===== src/rtl/fpu_out_arb.sv =====
// FPU output arbiter and CPX request stage.
// Picks one of NUM_PIPES result requests per cycle. High-priority pipes win by
// fixed priority, the others share by round-robin, and a starvation counter
// periodically forces a round-robin grant past high-priority traffic. The
// winner is registered into the CQ stage and acknowledged via dest_rdy.
module fpu_out_arb #(
  parameter int                   NUM_PIPES    = 3,
  parameter int                   ID_W         = 10,
  parameter int                   THR_W        = 2,
  parameter logic [NUM_PIPES-1:0] HP_MASK      = 3'b100,
  parameter int                   STARVE_LIMIT = 4
) (
  input  logic                      rclk,
  input  logic                      reset,
  input  logic [NUM_PIPES-1:0]      pipe_req_in,
  input  logic [NUM_PIPES*ID_W-1:0] pipe_id_in,
  input  logic                      cpx_stall,
  output logic [ID_W-THR_W-1:0]     fp_cpx_req_cq,
  output logic [THR_W-1:0]          req_thread,
  output logic                      req_vld,
  output logic [NUM_PIPES-1:0]      dest_rdy
);

  localparam int PTR_W = (NUM_PIPES > 1) ? $clog2(NUM_PIPES) : 1;
  localparam int CNT_W = (STARVE_LIMIT > 0) ? $clog2(STARVE_LIMIT + 1) : 1;
  localparam logic [PTR_W-1:0] LAST_PTR = PTR_W'(NUM_PIPES - 1);
  localparam logic [CNT_W-1:0] LIM      = CNT_W'(STARVE_LIMIT);

  logic [PTR_W-1:0]     rr_ptr_q, rr_ptr_d;
  logic [CNT_W-1:0]     starve_cnt_q, starve_cnt_d;
  logic [NUM_PIPES-1:0] cand, hp, rr, sel;
  logic [PTR_W-1:0]     rr_win, hp_win, idx;
  logic                 rr_found, force_rr, rr_grant, hp_grant;
  logic [ID_W-1:0]      out_id;
  int                   pos;

  // Candidate split, round-robin search, priority selection and next state
  always_comb begin
    cand         = cpx_stall ? '0 : pipe_req_in;
    hp           = cand & HP_MASK;
    rr           = cand & ~HP_MASK;
    rr_win       = '0;
    rr_found     = 1'b0;
    hp_win       = '0;
    idx          = '0;
    pos          = 0;
    sel          = '0;
    rr_grant     = 1'b0;
    hp_grant     = 1'b0;
    rr_ptr_d     = rr_ptr_q;
    starve_cnt_d = starve_cnt_q;
    out_id       = '0;

    // Ascending search from rr_ptr with wrap; HP pipes are never in rr.
    for (int k = 0; k < NUM_PIPES; k++) begin
      pos = int'(rr_ptr_q) + k;
      if (pos >= NUM_PIPES) pos = pos - NUM_PIPES;
      idx = PTR_W'(pos);
      if (!rr_found && rr[idx]) begin
        rr_found = 1'b1;
        rr_win   = idx;
      end
    end

    // Lowest set bit of hp wins: scan downward so the last hit is the lowest.
    for (int i = NUM_PIPES - 1; i >= 0; i--) begin
      if (hp[i]) hp_win = PTR_W'(i);
    end

    force_rr = (STARVE_LIMIT != 0) && (starve_cnt_q == LIM) && (|rr);

    if (force_rr) begin
      sel[rr_win] = 1'b1;
      rr_grant    = 1'b1;
    end else if (|hp) begin
      sel[hp_win] = 1'b1;
      hp_grant    = 1'b1;
    end else if (|rr) begin
      sel[rr_win] = 1'b1;
      rr_grant    = 1'b1;
    end

    if (rr_grant) begin
      rr_ptr_d     = (rr_win == LAST_PTR) ? '0 : rr_win + 1'b1;
      starve_cnt_d = '0;
    end else if (hp_grant && (|rr) && (starve_cnt_q != LIM)) begin
      starve_cnt_d = starve_cnt_q + 1'b1;
    end

    for (int i = 0; i < NUM_PIPES; i++) begin
      out_id = out_id | ({ID_W{sel[i]}} & pipe_id_in[i*ID_W +: ID_W]);
    end
  end

  // Arbitration state and CQ-stage output registers
  always_ff @(posedge rclk) begin
    if (reset) begin
      rr_ptr_q      <= '0;
      starve_cnt_q  <= '0;
      dest_rdy      <= '0;
      req_vld       <= 1'b0;
      fp_cpx_req_cq <= '0;
      req_thread    <= '0;
    end else begin
      rr_ptr_q      <= rr_ptr_d;
      starve_cnt_q  <= starve_cnt_d;
      dest_rdy      <= sel;
      req_vld       <= |sel;
      fp_cpx_req_cq <= out_id[ID_W-1:THR_W];
      req_thread    <= out_id[THR_W-1:0];
    end
  end

endmodule


===== config.mk =====
export PLATFORM = sky130hd
export DESIGN_NAME = fpu_out_arb
export DESIGN_NICKNAME = d
export VERILOG_FILES = /design/src/rtl/fpu_out_arb.sv
export SDC_FILE = /design/constraint.sdc
export NUM_CORES = 1
export LEC_CHECK = 0
export BUFFER_PORTS_ARGS = -buffer_cell sky130_fd_sc_hd__buf_2
export CORE_ASPECT_RATIO = 1.75
export CORE_MARGIN = 2
export CORE_UTILIZATION = 25
export DETAILED_ROUTE_END_ITERATION = 12
export GPL_ROUTABILITY_DRIVEN = 0
export SYNTH_ARGS = -nofsm -noshare
export SYNTH_HDL_FRONTEND = slang
export SYNTH_SLANG_ARGS = --single-unit

===== constraint.sdc =====
create_clock -name rclk -period 2 [get_ports rclk]
set_input_delay 0.3 -clock rclk [delete_from_list [all_inputs] [get_ports rclk]]
set_output_delay 0.3 -clock rclk [all_outputs]
set_load 0.05 [all_outputs]

# After elaboration in Yosys (flattened, before gate mapping)
# Cells that the tools add are included.
[totals] reg_bits=19 inputBits=36 output_inout_bits=14 wordCells=72
[classes] addsub=7 n_lt_le_gt_ge=10 n_eq_ne=3 n_mux=29 bitwise_logic=5 n_reduce_logical=12
[ops] cell="bitwise AND 10 bit" n=3
[ops] cell="bitwise OR 10 bit" n=2
[ops] cell="two-way mux 2 bit" n=8
[ops] cell="less-than comparator 2 x 3 -> 1 bit, second input constant" n=5
[ops] cell="two-way mux 1 bit" n=12
[ops] cell="two-way mux 3 bit" n=4
[ops] cell="logical AND 1 bit" n=7
[ops] cell="binary-select mux 1 bit (select 2 bit)" n=3
[ops] cell=">= comparator 3 x 2 -> 1 bit, second input constant" n=2
[ops] cell="subtractor 2 bit, second input constant" n=3
[ops] cell="demux 1 bit (select 2 bit)" n=2
[ops] cell=">= comparator 2 x 1 -> 1 bit, second input constant" n=2
[ops] cell="OR reduction 2 bit" n=2
[ops] cell="adder 2 x 1 -> 3 bit, second input constant" n=1
[ops] cell="adder 2 x 2 -> 3 bit, second input constant" n=1
[ops] cell="adder 3 x 1 -> 3 bit, second input constant" n=1
[ops] cell="== test 3 bit, second input constant" n=1
[ops] cell="inequality test 3 bit, second input constant" n=1
[ops] cell="OR reduction 3 bit" n=1
[ops] cell="adder 2 x 1 -> 2 bit, second input constant" n=1
[ops] cell="== test 2 bit, second input constant" n=1
[ops] cell=">= comparator 2 bit, second input constant" n=1
[ops] cell="zero test 1 bit" n=2

# Longest topological paths before layout
# Gate-level depths: netlist of the first run.
[depth] word_depth=21 depth_mapped=7 mapped_depth_nobuf=6

# Least setup slack after synthesis of the first run
# Ideal clock, no wire load.
[synth_path] path_type="reg2reg" from="register rr_ptr_q[0]" to="register fp_cpx_req_cq[0]" setup_ns=0.122 arrival_time_ns=1.669 required_ns=1.878 setup_slack_ns=0.210 stages_incl_launch_ff=8 path_buffers=1 period_less_slack_ns=1.790 cell_sequence="dfxtp_1 inv_1 ha_1 nor2_1 o32ai_4 and3_4 buf_6 a221o_1"
[synth_via] elab_chain_cells=21 elab_cells_between_ends=39 cone_classes="add/sub (5); order compare (5); mux (19); bitwise (5); reduce/logical (5)"
[synth_lines] element="start: declaration" line="29" text="logic [PTR_W-1:0] rr_ptr_q, rr_ptr_d;"
[synth_lines] element="start signal: assignment" line="105" text="rr_ptr_q <= rr_ptr_d;"
[synth_lines] element="branches (longest 10 deep; another with adder 2 x 1 -> 3 bit)"
[synth_lines] element="two-way mux 2 bit *" line="59" text="if (!rr_found && rr[idx]) begin"
[synth_lines] element="less-than comparator 2 x 3 -> 1 bit (implied by the code) / >= comparator 2 x 1 -> 1 bit (equally long branches)" line="73, 79"
[synth_lines] element="logical AND 1 bit (implied by the code)" line="73, 79"
[synth_lines] element="two-way mux 1 bit (implied by the code)" line="73, 79"
[synth_lines] element="demux 1 bit (select 2 bit) *" line="73, 79"
[synth_lines] element="two-way mux 3 bit" line="78" text="end else if (|rr) begin"
[synth_lines] element="two-way mux 3 bit" line="75" text="end else if (|hp) begin"
[synth_lines] element="two-way mux 3 bit *" line="72" text="if (force_rr) begin"
[synth_lines] element="bitwise AND 10 bit" line="91" text="out_id = out_id | ({ID_W{sel[i]}} & pipe_id_in[i*ID_W +: ID_W]);"
[synth_lines] element="bitwise OR 10 bit" line="91"
[synth_lines] element="bitwise OR 10 bit *" line="91"
[synth_lines] element="end signal: assignment" line="109" text="fp_cpx_req_cq <= out_id[ID_W-1:THR_W];"
[synth_lines] element="end: declaration" line="18" text="output logic [ID_W-THR_W-1:0] fp_cpx_req_cq,"
# Mark *: on every way between the ends. The select of a mux whose other input is x is not followed.
# A chain may end at the register's enable or synchronous reset.

# Worst setup path after layout of the first run
# Ends and elaborated chain as after synthesis.

==> results of run 1 <==
==> worst max path at each step <==
stage	start	cells past startpoint	to	slack [ns]
final	rr_ptr_q[0]$_SDFFE_PP0P_	6	fp_cpx_req_cq[0]$_SDFF_PP0_	0.15
after floorplan	rr_ptr_q[0]$_SDFFE_PP0P_	7	fp_cpx_req_cq[0]$_SDFF_PP0_	0.21
after global placement	rr_ptr_q[0]$_SDFFE_PP0P_	6	fp_cpx_req_cq[0]$_SDFF_PP0_	0.24
after global routing	rr_ptr_q[0]$_SDFFE_PP0P_	6	fp_cpx_req_cq[6]$_SDFF_PP0_	0.05
after detailed placement	rr_ptr_q[0]$_SDFFE_PP0P_	6	fp_cpx_req_cq[0]$_SDFF_PP0_	0.14
after CTS	rr_ptr_q[0]$_SDFFE_PP0P_	6	fp_cpx_req_cq[0]$_SDFF_PP0_	0.14
==> per-stage QoR <==
stage	instance area (sq um)	power [mW]	std cells	hold slack (ns)	utilization
6_report	1250	0.833	184	0.259	0.351
5_1_grt	1250	0.870	184	0.264	0.351
4_1_cts	1250	0.845	184	0.258	0.351
3_5_place_dp	1200	0.574	180	0.511	0.338
3_3_place_gp	1200	0.572	180	0.488	0.338
2_1_floorplan	911	0.514	87	0.426	-
==> worst min-delay path, cell delays in order <==
cell	delay [ns]
buf_2	0.08
nand2_1	0.04
o211ai_1	0.07
==> per-layer routing <==
layer | track usage | vias up | wire, um
met2 | 0.198 | 55 | 1040
met3 | 0.0448 | 3 | 290
li1 | - | 412 | -
met4 | 0.0379 | 0 | 30
met5 | 0 | - | 0
met1 | 0.100 | 348 | 758
==> registers in the layout, summed over array words and instances (netlist names) <==
register	cells
dest_rdy	3
fp_cpx_req_cq	8
req_thread	2
req_vld	1
rr_ptr_q	2
starve_cnt_q	3
==> cells in the final DEF (no fill, tap or decap), drive strengths merged, types with 2 or more instances in the layout <==
master  synthesis  final
a21oi           5      5
nand2b          3      3
nor3            2      2
buf             2     50
nor2            4      4
inv             7      7
ha              5      5
a221o           9      9
and2           11     11
a211oi          2      2
nand2           3      3
clkbuf          1      3
dfxtp          19     19
==> logic make-up (layout without fill, tap and decap cells) <==
logic type      after synthesis  count (layout)  synth area share
buf+inv                      10              61            0.0508
compound gates               23              23             0.257
mux                           1               1            0.0110
flops                        19              19             0.418
simple gates                 29              29             0.195
fa+ha+maj                     5               5            0.0687
==> cell type report <==
type,instances,area (sq um),area share
multi-input combinational,58,484,0.388
clock inverter,1,5.00,0.00401
sequential,19,380,0.305
tap,46,57.6,0.0461
inverter,7,26.3,0.0211
timing repair buffer,50,253,0.203
clock buffer,3,41.3,0.0331
==> power breakdown <==
part | switching [mW] | leakage [nW] | internal [mW]
Sequential | 0.00477 | 0.155 | 0.395
Clock | 0.131 | 0.0255 | 0.139
Combinational | 0.102 | 0.404 | 0.0618
==> results.md, run 1 <==
- The run finished with clean final reports.
- The data required time of the worst path is 2.15 ns.
- The commonest cells after synthesis are dfxtp_1 (19), a221o_1 (9), and2_1 (9).
- The startpoint class of the critical path is a flop.
- The largest individual stage delay along the critical path comes from the cell dfxtp_1.
- The vias after detailed routing is 818.
- The data arrival time of the critical path is roughly 2 ns.
- The setup check on the worst reg-to-reg path leaves a slack of between 0.1 and 0.15 ns.
- In this run the most critical hold path is launched from pipe_id_in[23].
- The synthesized design spends more area on one cell type than any other, namely dfxtp_1.
- The post-placement worst setup slack is between 0.1 and 0.15 ns.
- In the post-synthesis netlist, the biggest area contributors are dfxtp_1 (42%), a221o_1 (9.9%), ha_1 (6.9%).
- The total iterations of the first detailed-routing run is 4.
- The post-synthesis net count is between 100 and 150.
- The post-cts gate resize count is 0.
- Counting I/O delays and the setup requirement, the final critical path takes 1.85 ns.
- The number of hold buffers added after CTS is 0.
- The die span in y is ~84 um.
- The final number of max-transition violations is 0.
- The cell depth of the worst flop-to-flop path is 6.
- The via count of the first global-routing pass was 833.
- The fraction of registers with async set/reset is 0.
- In the final routed layout, each cell accounts on average for 11.5 um.
- Clock-pin slew was measured on the worst setup and hold paths at 0.07 ns.
- TritonCTS built the clock tree.
- The largest fanout of any net on the critical path is 10.
- The register bit count reported by yosys is 19.
- In the routed design, unresolved DRC markers number 0.
- After synthesis, the netlist uses 31 different library cells.
- The number of antenna violations at the first check in global routing is 0.
- Traced cell by cell, the critical path runs through inv_1, ha_1, nor2_1, o32ai_4, and3_4, a221o_1.
- In the final layout, the share of cells above drive strength 1 is 0.457.
- The critical path endpoint category is a flop.
- The highest clock rate is 540 MHz.
- The initial utilization of the core area, before any placement, comes to 0.256.
- Summed over all cells, the static leakage comes to 0.585 nW.
- During I/O placement, the number of pins put on the boundary was 50.
- The maximum clock insertion buffer count is 2.
- Between clock sinks in the finished design, the worst skew comes to 0.00284 ns.
- Setup repair after global routing left no endpoint under its margin.
- Entering global routing, the biggest net connects 12 pins.
- Buffers inserted during clock tree synthesis total 3.
- The setup slack of the critical path after layout is 0.148 ns.
- In this run the clock root is driven by a clkbuf_8.
- The number of setup buffers added after CTS is 0.
- The first global-routing pass estimated 3.52 mm of wire.
- Along the worst hold path, the cell count comes to 3.
- In the synthesized netlist the dominant register cell turns out to be dfxtp_1.
- In this run the critical register-to-register path is captured at fp_cpx_req_cq[0]$_SDFF_PP0_.
- Detailed placement ended at an HPWL of 1.80 mm.
- The number of nets in the layout is 180.
- Setup violations remaining at the end of the flow were counted as 0.
- Counting flops with a built-in enable in the synthesized netlist gives 0.
- The share of the Yosys chip area taken by registers is 0.418.
- At the pin with the least slew margin, the transition time is between 0.3 and 0.4 ns.
- The buffer and inverter count on the worst path is 1.
- The total of warnings raised by yosys is 0.
- The cell family with the largest share of critical-path delay is compound AO/OA/AOI/OAI gates.
- The critical path is of the flop to flop type.
- In this run the number of H-tree levels came out at 1.
- The total die area is 4160 sq um.
- After detailed routing, the total wire length is 2.11 mm.
- The count of nets left with antenna violations once routing finished came out at 0.
- The ratio of final minimum period to clock period is 0.926.
- After global routing the overflow that remains totals 0.
- The filler cells instantiated in the layout total 396.
- The number of hold violations in the final report is 0.
- The final-layout setup total negative slack is 0 ns.
- The largest single stage delay on the critical path is 0.36 ns.
- Clock tree synthesis found a total of 19 sinks.
- After technology mapping, the gate count stands at 87.
- The launch point of the worst reg-to-reg path is rr_ptr_q[0]$_SDFFE_PP0P_.
- Power spread over the standard cell area amounts to 668 nW/um^2.
- The most repeated cell in the gate-level netlist after synthesis is dfxtp_1.
- IR analysis of the VDD net gives a maximum drop of 0.279 mV.
- The worst hold path terminates at fp_cpx_req_cq[1]$_SDFF_PP0_.
- The initialized floorplan defines 29 standard-cell rows.
- The later pin in the worst-skew pair is clocked with a latency of 0.26 ns.
- The count of buffers inserted at the top-level ports is between 40 and 50.
- The synthesis-to-finish area growth is 37.0%.
- The headroom to the max-slew limit is 0.747.
- The post-synthesis instance area is ~910 sq um.
- The x dimension of the die is roughly 50 um.
- In the global route stage, overall resource usage came out at 0.107.
- The share of synthesized area in the top cell type comes to 0.418.
- For this block, the initial DRC count from the detailed router was 9.
- The mean number of vias per cell is 4.45.
- The type of the most critical hold path is input pin to flop.
- A synthesized cell averages 10.5 sq um.
- The tool flagged a number of max-cap violations equal to 0.
- The total core area is 3560 sq um.
- 0 antenna diodes ended up in the layout.
Power figures use the tool's default switching activity.
==> inputs of run 2 (changes only) <==
--- a/config.mk
+++ b/config.mk
@@ -8,2 +8,4 @@
 export BUFFER_PORTS_ARGS = -buffer_cell sky130_fd_sc_hd__buf_2
+export CELL_PAD_IN_SITES_DETAIL_PLACEMENT = 0
+export CELL_PAD_IN_SITES_GLOBAL_PLACEMENT = 1
 export CORE_ASPECT_RATIO = 1.75
@@ -13,2 +15,3 @@
 export GPL_ROUTABILITY_DRIVEN = 0
+export PLACE_DENSITY_LB_ADDON = 0.1
 export SYNTH_ARGS = -nofsm -noshare
--- a/constraint.sdc
+++ b/constraint.sdc
@@ -3,2 +3,2 @@
 set_output_delay 0.3 -clock rclk [all_outputs]
-set_load 0.05 [all_outputs]
+set_load 0.01 [all_outputs]
==> results.md, run 2 (synthesized netlist as in run 1, its figures left out) <==
- The ratio of final minimum period to clock period came to 0.911 (was 0.926).
- The remaining global-route overflow is 0 (unchanged).
- The routed wirelength normalized by instance count came to 12.1 um (was 11.5 um).
- The number of antenna violations at the first check in global routing came to 0 (unchanged).
- The total length of routed wires is 2.23 mm (was 2.11 mm).
- The headroom to the max-slew limit is 0.747 (about the same).
- The flip-flop count of the largest register, all copies and words added is 8 (unchanged).
- The worst IR drop on VDD came to 0.252 mV (was 0.279 mV).
- The minimum clock period is 1.82 ns (was 1.85 ns).
- The number of levels the H-tree was split into is 1 (unchanged).
- The post-placement cell count came to 180 (unchanged).
- The mean number of vias per cell came to 4.42 (was 4.45).
- The critical path endpoint category is a flop (unchanged).
- The overall routing resource usage came to 0.113 (was 0.107).
- The total area of multi-input combinational cells is 484 sq um (unchanged).
- The number of hold violations in the final report is 0 (unchanged).
- The number of nets in the layout is 180 (unchanged).
- The highest clock rate came to 549 MHz (was 540 MHz).
- The total core area came to 3560 sq um (unchanged).
- The count of buffers inserted at the top-level ports is 49 (unchanged).
- The total die area is 4160 sq um (unchanged).
- The number of violations reported at the end of detailed-routing iteration 0 was 9 (unchanged).
- The leakage power figure is 0.582 nW (was 0.585 nW).
- Outcome: finished, final reports clean (unchanged).
- The data required time of the worst path is 2.14 ns (was 2.15 ns).
- The maximum clock insertion buffer count is 2 (unchanged).
- Most frequent cells in the layout: buf_2 (49), dfxtp_1 (19), and2_1 (9), a221o_1 (9), inv_1 (7) (unchanged).
- The first-pass GRT wire length came to 3.65 mm (was 3.52 mm).
- The total number of placement rows is 29 (unchanged).
- The starting density of the core is 0.256 (unchanged).
- The die span in y is 83.9 um (unchanged).
- The final antenna diode count came to 0 (unchanged).
- The clock sink count is 19 (unchanged).
- The final worst clock skew was 0.00315 ns (was 0.00284 ns).
- The number of buffers added for setup after CTS came to 0 (unchanged).
- The buffer and inverter count on the worst path was 1 (unchanged).
- The worst setup slack for register-to-register paths is 0.18 ns (was 0.15 ns).
- The TritonCTS clock tree is done (unchanged).
- The CTS buffer count is 3 (unchanged).
- The slew at the pin closest to its max-slew limit came to 0.379 ns (was 0.380 ns).
- The setup slack of the critical path after layout is 0.178 ns (was 0.148 ns).
- The data arrival time of the critical path came to 1.96 ns (was 2.00 ns).
- The top-level port count was 50 (unchanged).
- Largest regs: fp_cpx_req_cq: 8 flops, dest_rdy: 3 flops, starve_cnt_q: 3 flops (unchanged).
- The commonest non-fill, non-tap cell in the layout is buf_2 (unchanged).
- The largest net degree at the start of global routing is 12 (unchanged).
- The buffer type at the clock tree root is clkbuf_8 (unchanged).
- The x dimension of the die is 49.6 um (unchanged).
- The vias after detailed routing is 813 (was 818).
- The critical setup path kind is flop to flop (unchanged).
- The detailed-placement wirelength estimate is 1.86 mm (was 1.80 mm).
- The peak per-stage delay on the critical path was 0.35 ns (was 0.36 ns).
- The final number of max-transition violations is 0 (unchanged).
- The final design area excluding fillers is 1250 sq um (about the same).
- The remaining number of nets flagged by the antenna check after routing came to 0 (unchanged).
- The residual DRC count came to 0 (unchanged).
- The synthesis-to-finish area growth was 36.8% (was 37.0%).
- Worst path cell trace: inv_1, ha_1, nor2_1, o32ai_4, and3_4, a221o_1 (unchanged).
- The number of hold buffers added after CTS was 0 (unchanged).
- The flip-flop and latch area is 380 sq um (unchanged).
- The ratio of cells with drive above 1 in the final layout is 0.449 (was 0.457).
- The register name with the most flops is fp_cpx_req_cq (unchanged).
- The via count of the first global-routing pass is 796 (was 833).
- The clock insertion delay at the later pin of the skew report came to 0.25 ns (was 0.26 ns).
- The type of the most critical hold path is input pin to flop (unchanged).
- The total placed instance area is 1200 sq um (unchanged).
- The power per unit of standard cell area is 631 nW/um^2 (was 668 nW/um^2).
- The cell type of the slowest stage on the worst timing path is dfxtp_1 (unchanged).
- The number of max-cap violations is 0 (unchanged).
- The startpoint class of the critical path is a flop (unchanged).
- The number of inserted filler cells in the final layout is 429 (was 396).
- Setup repair after global routing missed its margin: false (unchanged).
- The clock transition time at the flip-flop clock pins of the worst setup and hold paths is 0.07 ns (about the same).
- The number of standard cells in the final layout excluding fillers is 184 (unchanged).
- The post-cts gate resize count is 0 (unchanged).
- The largest fanout of any net on the critical path is 10 (unchanged).
- The final setup violation count came to 0 (unchanged).
- The final-layout setup total negative slack is 0 ns (unchanged).
- The total iterations of the first detailed-routing run is 3 (was 4).
- The cell family with the largest share of critical-path delay is compound AO/OA/AOI/OAI gates (unchanged).
- The post-placement worst setup slack is 0.178 ns (was 0.143 ns).
[run 2: cell types whose count changed in the layout (fill, tap and decap cells not counted), sizes merged]
cell	previous run	this run
clkinv	1	0
clkbuf	3	4
[run 2: worst register-to-register path: stages, from the launching register on]
cell	delay, ns
dfxtp_1	0.35
inv_1	0.07
ha_1	0.35
nor2_1	0.20
o32ai_4	0.15
and3_4	0.25
a221o_1	0.35
[run 2: path summary, 6_finish.rpt]
kind	start	end	cells past startpoint
worst max-delay path	rr_ptr_q[0]$_SDFFE_PP0P_	fp_cpx_req_cq[3]$_SDFF_PP0_	6
worst min-delay path	pipe_id_in[9]	fp_cpx_req_cq[7]$_SDFF_PP0_	2
worst max register to register	rr_ptr_q[0]$_SDFFE_PP0P_	fp_cpx_req_cq[3]$_SDFF_PP0_	6
worst min register to register	starve_cnt_q[2]$_SDFFE_PP0P_	starve_cnt_q[2]$_SDFFE_PP0P_	2
[run 2: final cells by class]
type	count	share of cell area
clock buffers	4	0.0361
flip-flops and latches	19	0.305
repair buffers	50	0.203
inverters	7	0.0211
multi-input cells	58	0.389
well taps	46	0.0462
[run 2: layer usage]
layer | GRT usage | part of all wire | wire length, um | up-vias
met2 | 0.201 | 0.51 | 1140 | 33
met5 | 0 | 0 | 0 | -
met3 | 0.0179 | 0.072 | 160 | 2
met4 | 0.0657 | 0.010 | 23 | 0
met1 | 0.122 | 0.40 | 900 | 366
li1 | - | - | - | 412
[run 2: power by group]
group	switching (mW)	internal, mW
Combinational	0.0600	0.0617
Clock	0.124	0.141
Sequential	0.00432	0.395
Total	0.188	0.598
[run 2: metrics by stage]
| step | hold WS [ns] | util | power [mW] |
|---|---|---|---|
| 2_1_floorplan | 0.426 | - | 0.472 |
| 3_3_place_gp | 0.499 | 0.338 | 0.531 |
| 3_5_place_dp | 0.501 | 0.338 | 0.532 |
| 4_1_cts | 0.259 | 0.350 | 0.806 |
| 5_1_grt | 0.260 | 0.350 | 0.832 |
| 6_report | 0.268 | 0.350 | 0.786 |
==> inputs of run 3 (changes only) <==
- ABC_AREA: default -> 1
==> results.md, run 3 <==
- The CTS buffer count is 3 (unchanged).
- The total of warnings raised by yosys is 0 (unchanged).
- The mean instance size in the synthesized netlist is 7.70 sq um (was 10.5 sq um).
- The total die area is 4120 sq um (was 4160 sq um).
- The total core area was 3400 sq um (was 3560 sq um).
- The count of buffers inserted at the top-level ports is 49 (unchanged).
- The number of antenna violations at the first check in global routing is 0 (unchanged).
- The cell count along the critical path is 9 (was 6).
- The maximum clock insertion buffer count is 2 (unchanged).
- The starting density of the core came to 0.265 (was 0.256).
- Setup repair after global routing missed its margin: false (unchanged).
- The minimum clock period was 1.64 ns (was 1.82 ns).
- The final total power is 0.819 mW (was 0.786 mW).
- Outcome: finished, final reports clean (unchanged).
- The buffer and inverter count on the worst path is 2 (was 1).
- Largest regs: fp_cpx_req_cq: 8 flops, dest_rdy: 3 flops, starve_cnt_q: 3 flops (unchanged).
- The register name with the most flops is fp_cpx_req_cq (unchanged).
- The register bit count reported by yosys is 19 (unchanged).
- The worst hold-check slack is 0.238 ns (was 0.268 ns).
- The worst setup slack for register-to-register paths is 0.36 ns (was 0.18 ns).
- The total number of placement rows was 28 (was 29).
- The post-synthesis net count is 158 (was 128).
- The synthesized instance count is 117 (was 87).
- The via count of the first global-routing pass is 933 (was 796).
- The clock insertion delay at the later pin of the skew report came to 0.25 ns (about the same).
- The cell taking the most area after synthesis is dfxtp_1 (unchanged).
- The remaining global-route overflow was 0 (unchanged).
- The fraction of registers with async set/reset was 0 (unchanged).
- Main area contributors after synthesis: dfxtp_1 (42%), nand2_1 (14%), nand3_1 (11%) (was dfxtp_1 (42%), a221o_1 (9.9%), ha_1 (6.9%)).
- The total iterations of the first detailed-routing run is 3 (unchanged).
- The vias after detailed routing was 903 (was 813).
- Most instantiated cells after synthesis: nand2_1 (33), nand3_1 (20), dfxtp_1 (19) (was dfxtp_1 (19), a221o_1 (9), and2_1 (9)).
- The commonest non-fill, non-tap cell in the layout is buf_2 (unchanged).
- The worst IR drop on VDD is 0.322 mV (was 0.252 mV).
- The final antenna diode count is 0 (unchanged).
- The cell family with the largest share of critical-path delay is simple AND/OR/NAND/NOR gates (was compound AO/OA/AOI/OAI gates).
- The final-layout setup total negative slack is 0 ns (unchanged).
- The first-pass GRT wire length is 3.97 mm (was 3.65 mm).
- The routed wirelength normalized by instance count was 10.5 um (was 12.1 um).
- The number of enable flip-flop cells after synthesis was 0 (unchanged).
- The ratio of final minimum period to clock period was 0.820 (was 0.911).
- The number of standard cells in the final layout excluding fillers came to 213 (was 184).
- Worst path cell trace: inv_1, ha_1, inv_1, nand2_1, a21oi_2, nand2_2, nor2_4, nand3_1, nand3_1 (was inv_1, ha_1, nor2_1, o32ai_4, and3_4, a221o_1).
- The slew at the pin closest to its max-slew limit was 0.406 ns (was 0.379 ns).
- The leakage power figure is 0.654 nW (was 0.582 nW).
- The post-cts gate resize count came to 0 (unchanged).
- The post-placement cell count came to 209 (was 180).
- The largest fanout of any net on the critical path is 10 (unchanged).
- The startpoint class of the critical path is a flop (unchanged).
- The largest net degree at the start of global routing came to 12 (unchanged).
- The final number of max-transition violations is 0 (unchanged).
- The number of violations reported at the end of detailed-routing iteration 0 is 22 (was 9).
- The post-synthesis instance area is 901 sq um (was 911 sq um).
- The number of hold buffers added after CTS is 0 (unchanged).
- The number of buffers added for setup after CTS is 0 (unchanged).
- The residual DRC count was 0 (unchanged).
- The x dimension of the die was 49.4 um (was 49.6 um).
- Most frequent cells in the layout: buf_2 (49), nand2_1 (33), nand3_1 (20) (was buf_2 (49), dfxtp_1 (19), and2_1 (9), a221o_1 (9), inv_1 (7)).
- The combinational fraction of design power was 0.178 (was 0.155).
- The flip-flop count of the largest register, all copies and words added is 8 (unchanged).
- The cell type of the slowest stage on the worst timing path is dfxtp_1 (unchanged).
- The cell depth of the worst flop-to-flop path came to 9 (was 6).
- The portion of synthesized cell area occupied by the leading cell type was 0.422 (was 0.418).
- The type of the most critical hold path is input pin to flop (unchanged).
- The power share of the clock group was 0.325 (was 0.338).
- The ratio of cells with drive above 1 in the final layout is 0.381 (was 0.449).
- The most repeated cell in the gate-level netlist after synthesis is nand2_1 (was dfxtp_1).
- The data required time of the worst path was 2.20 ns (was 2.14 ns).
- The number of hold violations in the final report is 0 (unchanged).
- The mean number of vias per cell came to 4.24 (was 4.42).
- The critical path endpoint category was a flop (unchanged).
- The data arrival time of the critical path is 1.84 ns (was 1.96 ns).
- The total length of routed wires is 2.24 mm (was 2.23 mm).
- The switching part of the total power is 0.267 (was 0.240).
- The highest clock rate came to 610 MHz (was 549 MHz).
- The critical setup path kind is flop to flop (unchanged).
- The clock transition time at the flip-flop clock pins of the worst setup and hold paths came to 0.07 ns (about the same).
- The peak per-stage delay on the critical path is 0.34 ns (was 0.35 ns).
- The synthesis-to-finish area growth is 37.8% (was 36.8%).
- The cell count of the worst hold path is 3 (was 2).
- The net switching component of the power was 0.218 mW (was 0.188 mW).
- The number of levels the H-tree was split into was 1 (unchanged).
- The overall routing resource usage is 0.121 (was 0.113).
- The internal power component came to 0.601 mW (was 0.598 mW).
- The number of nets in the layout was 210 (was 180).
- The die span in y is 83.4 um (was 83.9 um).
- The top-level port count is 50 (unchanged).
- The final setup violation count was 0 (unchanged).
- The count of unique library cells instantiated by Yosys was 19 (was 31).
- The sequential cell area fraction in the yosys report came to 0.422 (was 0.418).
- The power per unit of standard cell area is 660 nW/um^2 (was 631 nW/um^2).
- The prevailing post-synth register cell is dfxtp_1 (unchanged).
- The final worst clock skew is 0.00444 ns (was 0.00315 ns).
- The detailed-placement wirelength estimate is 1.86 mm (about the same).
- The number of max-cap violations was 0 (unchanged).
- The portion of total power attributed to sequential cells is 0.497 (was 0.508).
- The TritonCTS clock tree was done (unchanged).
- The headroom to the max-slew limit is 0.729 (was 0.747).
- The remaining number of nets flagged by the antenna check after routing was 0 (unchanged).
- The setup slack of the critical path after layout is 0.360 ns (was 0.178 ns).
- The buffer type at the clock tree root is clkbuf_8 (unchanged).
- The post-placement worst setup slack is 0.365 ns (was 0.178 ns).
- The clock sink count is 19 (unchanged).
==> run 3: kinds of logic after synthesis <==
logic type,share of synthesized area
AOI/OAI and AO/OA,0.0764
adders and majority gates,0.0694
buffers and inverters,0.0708
DFF,0.422
and+or+nand+nor,0.361
==> run 3: routing by layer <==
metal / vias to the layer above / GRT usage / share of wire
li1: 477 / - / -
met2: 35 / 0.213 / 0.52
met1: 389 / 0.134 / 0.40
met4: 0 / 0.0530 / 0.0094
met3: 2 / 0.0270 / 0.067
met5: - / 0 / 0
==> run 3: through the flow <==
step	area [sq um]	utilization
global placement	1190	0.352
finish	1240	0.365
floorplan	901	-
global route	1240	0.365
CTS	1240	0.365
detailed placement	1190	0.352
==> run 3: worst paths after layout <==
kind / start / end
worst max-delay path: rr_ptr_q[0]$_SDFFE_PP0P_ / fp_cpx_req_cq[5]$_SDFF_PP0_
worst min-delay path: pipe_id_in[5] / fp_cpx_req_cq[3]$_SDFF_PP0_
worst max register to register: rr_ptr_q[0]$_SDFFE_PP0P_ / fp_cpx_req_cq[5]$_SDFF_PP0_
worst min register to register: starve_cnt_q[2]$_SDFFE_PP0P_ / starve_cnt_q[2]$_SDFFE_PP0P_
==> run 3: final cells by class <==
cell class / count / area (sq um)
Tap cell: 45 / 56.3
Clock inverter: 1 / 5.00
Multi-Input combinational cell: 81 / 457
Fill cell: 406 / 2160
Timing Repair Buffer: 49 / 245
Sequential cell: 19 / 380
Inverter: 15 / 56.3
Clock buffer: 3 / 41.3
==> run 3: power groups by stage <==
stage | logic [mW] | clock network, mW | registers [mW]
final | 0.146 | 0.266 | 0.407
after global routing | 0.166 | 0.301 | 0.409
after CTS | 0.149 | 0.282 | 0.407
after detailed placement | 0.149 | 0 | 0.416
after global placement | 0.147 | 0 | 0.416
after floorplan | 0.0723 | 0 | 0.424
==> run 3: worst reg2reg max path, delay by kind of cell (launching register included) <==
kind                     cells  cell delay (ns)
AND/OR/NAND/NOR              5             0.62
buffers and inverters        2             0.15
AO/OA/AOI/OAI                1             0.16
flip-flops                   1             0.34
adder cells (fa/ha/maj)      1             0.30
